## src/rtl/keypad_scan_debounce.sv

```systemverilog
// keypad_scan_debounce: matrix keypad scanner with per-key debounce and an
// event FIFO (first-word-fall-through, valid/ready).
// One column is driven low at a time for SCAN_DIV clocks. The rows are
// sampled through a two-flop synchroniser on the last clock of that window.
// Every key has its own debounce counter. Key changes from one column sample
// are pushed into the FIFO one per clock, lowest row first.
// Optional feature: define KEYPAD_REPEAT_EN to enable auto-repeat press
// events every REPEAT_FRAMES frames while a key is held.
module keypad_scan_debounce #(
    parameter int ROWS          = 4,
    parameter int COLS          = 4,
    parameter int SCAN_DIV      = 50000,
    parameter int DEBOUNCE      = 3,
    parameter int FIFO_DEPTH    = 4,
    parameter int REPEAT_FRAMES = 30
) (
    input  logic                           clk,
    input  logic                           rst,
    input  logic [ROWS-1:0]                row_in,
    output logic [COLS-1:0]                col_out,
    output logic [ROWS*COLS-1:0]           keys,
    output logic                           scan,
    output logic                           evt_valid,
    output logic [$clog2(ROWS*COLS)-1:0]   evt_code,
    output logic                           evt_press,
    input  logic                           evt_ready,
    output logic                           overflow
);

    localparam int NKEYS = ROWS * COLS;
    localparam int CW    = $clog2(NKEYS);
    localparam int COL_W = (COLS > 1) ? $clog2(COLS) : 1;
    localparam int ROW_W = (ROWS > 1) ? $clog2(ROWS) : 1;
    localparam int DIV_W = (SCAN_DIV > 1) ? $clog2(SCAN_DIV) : 1;
    localparam int AW    = $clog2(FIFO_DEPTH);

    localparam logic [3:0]       DB_LIMIT = 4'(DEBOUNCE);
    localparam logic [DIV_W-1:0] DIV_LAST = DIV_W'(SCAN_DIV - 1);
    localparam logic [COL_W-1:0] COL_LAST = COL_W'(COLS - 1);
    localparam logic [AW:0]      FULL_CNT = (AW + 1)'(FIFO_DEPTH);

    // ------------------------------------------------------------------
    // Column scanner
    // ------------------------------------------------------------------
    logic             active_reg;
    logic [DIV_W-1:0] div_reg;
    logic [COL_W-1:0] col_reg;
    logic             scan_reg;
    logic [ROWS-1:0]  sync1_reg;
    logic [ROWS-1:0]  sync2_reg;
    logic             sample_en;

    assign sample_en = active_reg && (div_reg == DIV_LAST);

    // Divider and column pointer; the frame pulse fires on the wrap to column 0.
    always_ff @(posedge clk) begin
        if (!rst) begin
            active_reg <= 1'b0;
            div_reg    <= '0;
            col_reg    <= '0;
            scan_reg   <= 1'b0;
        end else begin
            scan_reg <= 1'b0;
            if (!active_reg) begin
                active_reg <= 1'b1;
            end else if (sample_en) begin
                div_reg <= '0;
                if (col_reg == COL_LAST) begin
                    col_reg  <= '0;
                    scan_reg <= 1'b1;
                end else begin
                    col_reg <= col_reg + 1'b1;
                end
            end else begin
                div_reg <= div_reg + 1'b1;
            end
        end
    end

    // Two-flop synchroniser for the asynchronous row pins (idle = pulled up).
    always_ff @(posedge clk) begin
        if (!rst) begin
            sync1_reg <= '1;
            sync2_reg <= '1;
        end else begin
            sync1_reg <= row_in;
            sync2_reg <= sync1_reg;
        end
    end

    // Drive the selected column low; all high until scanning starts.
    always_comb begin
        col_out = '1;
        if (active_reg) begin
            col_out[col_reg] = 1'b0;
        end
    end

    // ------------------------------------------------------------------
    // Per-key debounce (and optional repeat)
    // ------------------------------------------------------------------
    logic [NKEYS-1:0] keys_reg;
    logic [NKEYS-1:0] evt_flag;

    genvar gi;
    generate
        for (gi = 0; gi < NKEYS; gi++) begin : g_key
            localparam int R = gi / COLS;
            localparam int C = gi % COLS;
            logic [3:0] cnt_reg;
            logic       key_reg;
            logic       hit;
            logic       raw;
            logic       flip;

            assign hit  = sample_en && (col_reg == COL_W'(C));
            assign raw  = ~sync2_reg[R];
            assign flip = hit && (raw != key_reg) && (cnt_reg + 4'd1 == DB_LIMIT);
            assign keys_reg[gi] = key_reg;

            // Count consecutive disagreeing samples; flip the key when they reach the limit.
            always_ff @(posedge clk) begin
                if (!rst) begin
                    cnt_reg <= '0;
                    key_reg <= 1'b0;
                end else if (hit) begin
                    if (raw == key_reg) begin
                        cnt_reg <= '0;
                    end else if (flip) begin
                        cnt_reg <= '0;
                        key_reg <= ~key_reg;
                    end else begin
                        cnt_reg <= cnt_reg + 4'd1;
                    end
                end
            end

`ifdef KEYPAD_REPEAT_EN
            localparam int RW = $clog2(REPEAT_FRAMES + 1);
            localparam logic [RW-1:0] REP_LIMIT = RW'(REPEAT_FRAMES);
            logic [RW-1:0] rep_cnt_reg;
            logic          rep;

            assign rep = hit && raw && key_reg && (rep_cnt_reg + RW'(1) == REP_LIMIT);
            assign evt_flag[gi] = flip | rep;

            // Frames held since the last press event; restarts on press, repeat and release.
            always_ff @(posedge clk) begin
                if (!rst) begin
                    rep_cnt_reg <= '0;
                end else if (flip || rep) begin
                    rep_cnt_reg <= '0;
                end else if (hit && raw && key_reg) begin
                    rep_cnt_reg <= rep_cnt_reg + RW'(1);
                end
            end
`else
            assign evt_flag[gi] = flip;
`endif
        end
    endgenerate

    // ------------------------------------------------------------------
    // Event serialiser: one push per clock, ascending row order
    // ------------------------------------------------------------------
    logic [ROWS-1:0]  row_flag;
    logic [ROWS-1:0]  pend_reg;
    logic [ROWS-1:0]  pend_press_reg;
    logic [COL_W-1:0] pend_col_reg;
    logic             pick_valid;
    logic [ROW_W-1:0] pick_row;
    logic             push;
    logic [CW-1:0]    push_code;
    logic             push_press;

    generate
        for (gi = 0; gi < ROWS; gi++) begin : g_row
            logic [COLS-1:0] row_slice;
            assign row_slice    = evt_flag[gi*COLS +: COLS];
            assign row_flag[gi] = row_slice[col_reg];
        end
    endgenerate

    // Lowest pending row wins (descending loop lets lower rows overwrite).
    always_comb begin
        pick_valid = 1'b0;
        pick_row   = '0;
        for (int r = ROWS - 1; r >= 0; r--) begin
            if (pend_reg[r]) begin
                pick_valid = 1'b1;
                pick_row   = ROW_W'(r);
            end
        end
    end

    assign push       = pick_valid;
    assign push_code  = CW'(int'(pick_row) * COLS + int'(pend_col_reg));
    assign push_press = pend_press_reg[pick_row];

    // Capture the changed rows of a column sample, then retire one per clock.
    always_ff @(posedge clk) begin
        if (!rst) begin
            pend_reg       <= '0;
            pend_press_reg <= '0;
            pend_col_reg   <= '0;
        end else if (sample_en) begin
            pend_reg       <= row_flag;
            pend_press_reg <= ~sync2_reg;
            pend_col_reg   <= col_reg;
        end else if (pick_valid) begin
            pend_reg[pick_row] <= 1'b0;
        end
    end

    // ------------------------------------------------------------------
    // Event FIFO (first-word-fall-through)
    // ------------------------------------------------------------------
    logic [CW:0]   mem [FIFO_DEPTH];
    logic [AW-1:0] wr_ptr_reg;
    logic [AW-1:0] rd_ptr_reg;
    logic [AW:0]   count_reg;
    logic          overflow_reg;
    logic          full;
    logic          pop;
    logic          wr_en;

    assign full  = (count_reg == FULL_CNT);
    assign pop   = (count_reg != '0) && evt_ready;
    assign wr_en = push && (!full || pop);

    // Storage write; the slot freed by a same-clock pop is reusable when full.
    always_ff @(posedge clk) begin
        if (wr_en) begin
            mem[wr_ptr_reg] <= {push_press, push_code};
        end
    end

    // Pointers, occupancy and the sticky overflow flag.
    always_ff @(posedge clk) begin
        if (!rst) begin
            wr_ptr_reg   <= '0;
            rd_ptr_reg   <= '0;
            count_reg    <= '0;
            overflow_reg <= 1'b0;
        end else begin
            if (wr_en) begin
                wr_ptr_reg <= wr_ptr_reg + 1'b1;
            end
            if (pop) begin
                rd_ptr_reg <= rd_ptr_reg + 1'b1;
            end
            case ({wr_en, pop})
                2'b10:   count_reg <= count_reg + 1'b1;
                2'b01:   count_reg <= count_reg - 1'b1;
                default: count_reg <= count_reg;
            endcase
            if (push && full && !pop) begin
                overflow_reg <= 1'b1;
            end
        end
    end

    assign evt_valid             = (count_reg != '0);
    assign {evt_press, evt_code} = mem[rd_ptr_reg];
    assign keys                  = keys_reg;
    assign scan                  = scan_reg;
    assign overflow              = overflow_reg;

endmodule

```

## config.mk

```make
export PLATFORM = sky130hd
export DESIGN_NAME = keypad_scan_debounce
export DESIGN_NICKNAME = d
export VERILOG_FILES = /design/src/rtl/keypad_scan_debounce.sv
export SDC_FILE = /design/constraint.sdc
export NUM_CORES = 1
export LEC_CHECK = 0
export CAP_MARGIN = 20
export CORE_MARGIN = 1
export CORE_UTILIZATION = 52
export DETAILED_ROUTE_END_ITERATION = 7
export GPL_ROUTABILITY_DRIVEN = 1
export PLACE_DENSITY = 0.66
export SKIP_LAST_GASP = 1
export SYNTH_ARGS = -nofsm -noshare
export SYNTH_HDL_FRONTEND = slang
export SYNTH_SLANG_ARGS = --single-unit
```

## constraint.sdc

```tcl
create_clock -name clk -period 4.5 [get_ports clk]
set_input_delay 0.45 -clock clk [delete_from_list [all_inputs] [get_ports clk]]
set_output_delay 0.45 -clock clk [all_outputs]
set_load 0.05 [all_outputs]
```

==> impl_metrics.tcl <==
set metrics [dict create \
    maxCapViolCount 0 \
    synth-main-ff-cell "dfxtp_1" \
    cts_buffers 17 \
    grt_max_degree 61 \
    hold_violations 0 \
    synth_edf_count 20 \
    worstReg2RegEnd "g_key[7].cnt_reg[3]" \
    path_cells "nand4_1, nor4_4, nand2_1, or4_1, a21oi_1" \
    h-tree-depth 4 \
    fp.coreArea_mm2 0.0146 \
    hp-start "sync1_reg[1]" \
    rr_worst_depth 5 \
    use_met1_pct 29.4 \
    use_met3_pct 4.55 \
    worstSetupStartpointType "flop" \
    synth-seq-area-share_pct 40.4 \
    cpMaxStageDelayCell "or4_1" \
    slew_viol_final 0 \
    worstReg2RegStart "active_reg" \
    utilization_pct 59.6 \
    status "finished, final reports clean" \
    post_dp_cell_area_mm2 0.00816 \
    die_h_um 125 \
    wirelength_um 17300 \
    yosys-top-cells-area "dfxtp_1, edfxtp_1, ha_1, a21oi_1, or4_1" \
    area_growth_syn_to_layout_pct 11.2 \
    r2r_slack_ps 1600 \
    tightestPinTransition_ps 813 \
    root_buffer "clkbuf_16" \
    fin_crit_sh_pct 64.5 \
    fin_crit_ps 2900 \
    holdCritPathClass "reg2reg" \
    syn_inst 882 \
    largest_register_ff_count 64 \
    firstDrtPassIters 4 \
    met2_usage_pct 38.7 \
    finClkSkew_ps 5.48 \
    post_synth_num_cell_types 55 \
    synth_top_area_share_pct 32.8 \
    yosys_register_bits 148 \
    finalPower_mw 2.93 \
    cts.sinks 148 \
    fmax_mhz 345 \
    tns_ps 0 \
    clock_latency_ps 420 \
    crit_required_ps 4850 \
    wire_per_inst_um 16.0 \
    row_count 44 \
    setup_violations 0 \
    synth_warnings 0 \
    synth_area_per_cell_um2 8.87 \
    numPortBuffers 34 \
    slew_headroom_pct 45.7 \
    end_kind "flop" \
    cpPeakStageDelay_ps 680 \
    drt_first_iter_violations 388 \
    place_congestion 0.797 \
    die_x_um 125 \
    diodes 0 \
    rsz0062_at_grt "no" \
    cts_tree "done" \
    synthArstFlopShare_pct 0 \
    viasPerCell 5.87 \
    start_util_pct 53.6 \
    hold_depth 1 \
    critPathKind "reg2reg" \
    cts_hold_buf 0 \
    critPathArrivalTime_ps 3250 \
    p_per_area_mw_per_mm2 337 \
    synth_largest_area_cell "dfxtp_1" \
    leakagePower_nw 3.00 \
    clock_path_buffers 2 \
    holdPathEnd "sync2_reg[1]" \
    cts_setup_buffers 0 \
    post_synth_instance_area_mm2 0.00782 \
    drive_gt1_share_pct 5.46 \
    grt_pass1_wl_um 28900 \
    drc 0 \
    die_area_mm2 0.0155 \
    final_cell_area_mm2 0.00870 \
    hpwlAfterDp_um 12000 \
    grt_busiest_layer "met2" \
    nets 934 \
    clk_pin_slew_worst_paths_ps 60 \
    grt_overflow 0 \
    cts_resized 0 \
    crit_path_max_fanout 29 \
    vias 6355 \
    antenna_found_initial 0 \
    track_usage_pct 23.0 \
    ant_nets 0 \
    grt_pass1_vias 5825 \
    io_pins 35 \
    synth_nets 931 \
    max-vdd-ir-drop_uv 302 \
]
## worst max-delay path: cells and delay by family, from the launching register on
family          cells  cell delay, ps
compound gates      1             160
flops               1             520
simple gates        4            2140
## Yosys cell counts, types with 2 or more instances
| master | n |
|---|---|
| nor3b_1 | 6 |
| buf_2 | 7 |
| nor4b_1 | 3 |
| nor4_1 | 4 |
| or3_1 | 7 |
| inv_1 | 39 |
| dfxtp_1 | 128 |
| or4b_4 | 2 |
| nand2b_1 | 16 |
| or4b_1 | 2 |
| a21bo_2 | 3 |
| and2_1 | 16 |
| nand4_1 | 10 |
| xnor2_1 | 17 |
| nor2b_1 | 13 |
| buf_4 | 16 |
| a41o_1 | 5 |
| o211ai_1 | 5 |
| nand3_1 | 40 |
| or4b_2 | 5 |
| o21ai_0 | 42 |
| o21a_1 | 6 |
| nor3_1 | 17 |
| nand3b_1 | 5 |
| o31ai_1 | 10 |
| clkbuf_1 | 31 |
| a21boi_0 | 10 |
| nand2_1 | 70 |
| nor4_4 | 2 |
| and3_1 | 8 |
| or4_1 | 48 |
| ha_1 | 41 |
| nand4b_1 | 10 |
| edfxtp_1 | 20 |
| nor2_1 | 63 |
| a311oi_1 | 3 |
| xor2_1 | 23 |
| mux2i_1 | 7 |
| a21oi_1 | 87 |
| a211oi_1 | 7 |
| and3b_1 | 10 |
| mux4_2 | 5 |
## stage by stage
stage	instances	hold WS, ps	worst slack (ps)
2_1_floorplan	882	386	2310
3_3_place_gp	1050	391	1740
3_5_place_dp	1050	397	1640
4_1_cts	1082	411	1620
5_1_grt	1082	422	1350
6_report	1082	406	1600
## cell usage in the layout, fill, tap and decap left out, drive strengths merged, types with 3 or more instances in the layout
cell type / instances
nor4: 6
and2: 17
o21ai: 42
clkbuf: 20
inv: 39
a21boi: 10
nor3b: 6
and3: 8
clkinv: 9
nand2b: 16
nor2b: 13
a21oi: 87
o31ai: 10
a311oi: 3
a211oi: 7
o21a: 6
xnor2: 17
edfxtp: 20
o211ai: 5
nor4b: 3
mux2i: 7
nand2: 70
ha: 41
a21bo: 3
nand4b: 10
a41o: 5
and3b: 10
clkdlybuf4s50: 34
xor2: 23
nand4: 10
nor3: 17
nand3b: 5
buf: 4
or4: 48
nor2: 63
dfxtp: 128
or3: 7
nand3: 40
mux4: 5
or4b: 9
## report_power, final
| part | switching (mW) | total (mW) | internal [mW] |
|---|---|---|---|
| logic | 0.145 | 0.244 | 0.0987 |
| registers | 0.0339 | 1.39 | 1.36 |
| clock network | 0.532 | 1.29 | 0.762 |
## worst max path at each step
stage,from,endpoint,slack (ps),cells past startpoint
after floorplan,div_reg[4],g_key[0].cnt_reg[3],2310,6
after global placement,div_reg[10],g_key[11].cnt_reg[1],1740,5
after detailed placement,div_reg[0],g_key[11].cnt_reg[1],1640,6
after CTS,div_reg[0],g_key[11].cnt_reg[1],1620,6
after global routing,div_reg[0],g_key[3].cnt_reg[0],1350,6
final,active_reg,g_key[7].cnt_reg[3],1600,5
## per-layer routing
metal,vias to the layer above,wire [um]
met2,95,8420
met4,0,312
met1,3059,8150
met5,-,0
met3,24,458
li1,3177,-
## final cells by class
| class | instances | area [um2] |
|---|---|---|
| multi-input cells | 641 | 4240 |
| well taps | 184 | 230 |
| clock buffers | 20 | 447 |
| flip-flops and latches | 148 | 3160 |
| repair buffers | 38 | 383 |
| fillers | 1248 | 5890 |
| inverters | 39 | 146 |
| clock inverters | 12 | 88.8 |
## logic make-up (layout without fill, tap and decap cells)
kind of cell / count (synthesis) / in the layout / synth area share (%)
AND/OR/NAND/NOR: 361 / 361 / 26.4
AO/OA/AOI/OAI: 186 / 186 / 14.2
flip-flops: 148 / 148 / 40.4
buffers and inverters: 93 / 109 / 5.34
adder cells (fa/ha/maj): 42 / 42 / 6.81
XOR/XNOR: 40 / 40 / 4.48
multiplexers: 12 / 12 / 2.34
Power figures use the tool's default switching activity.
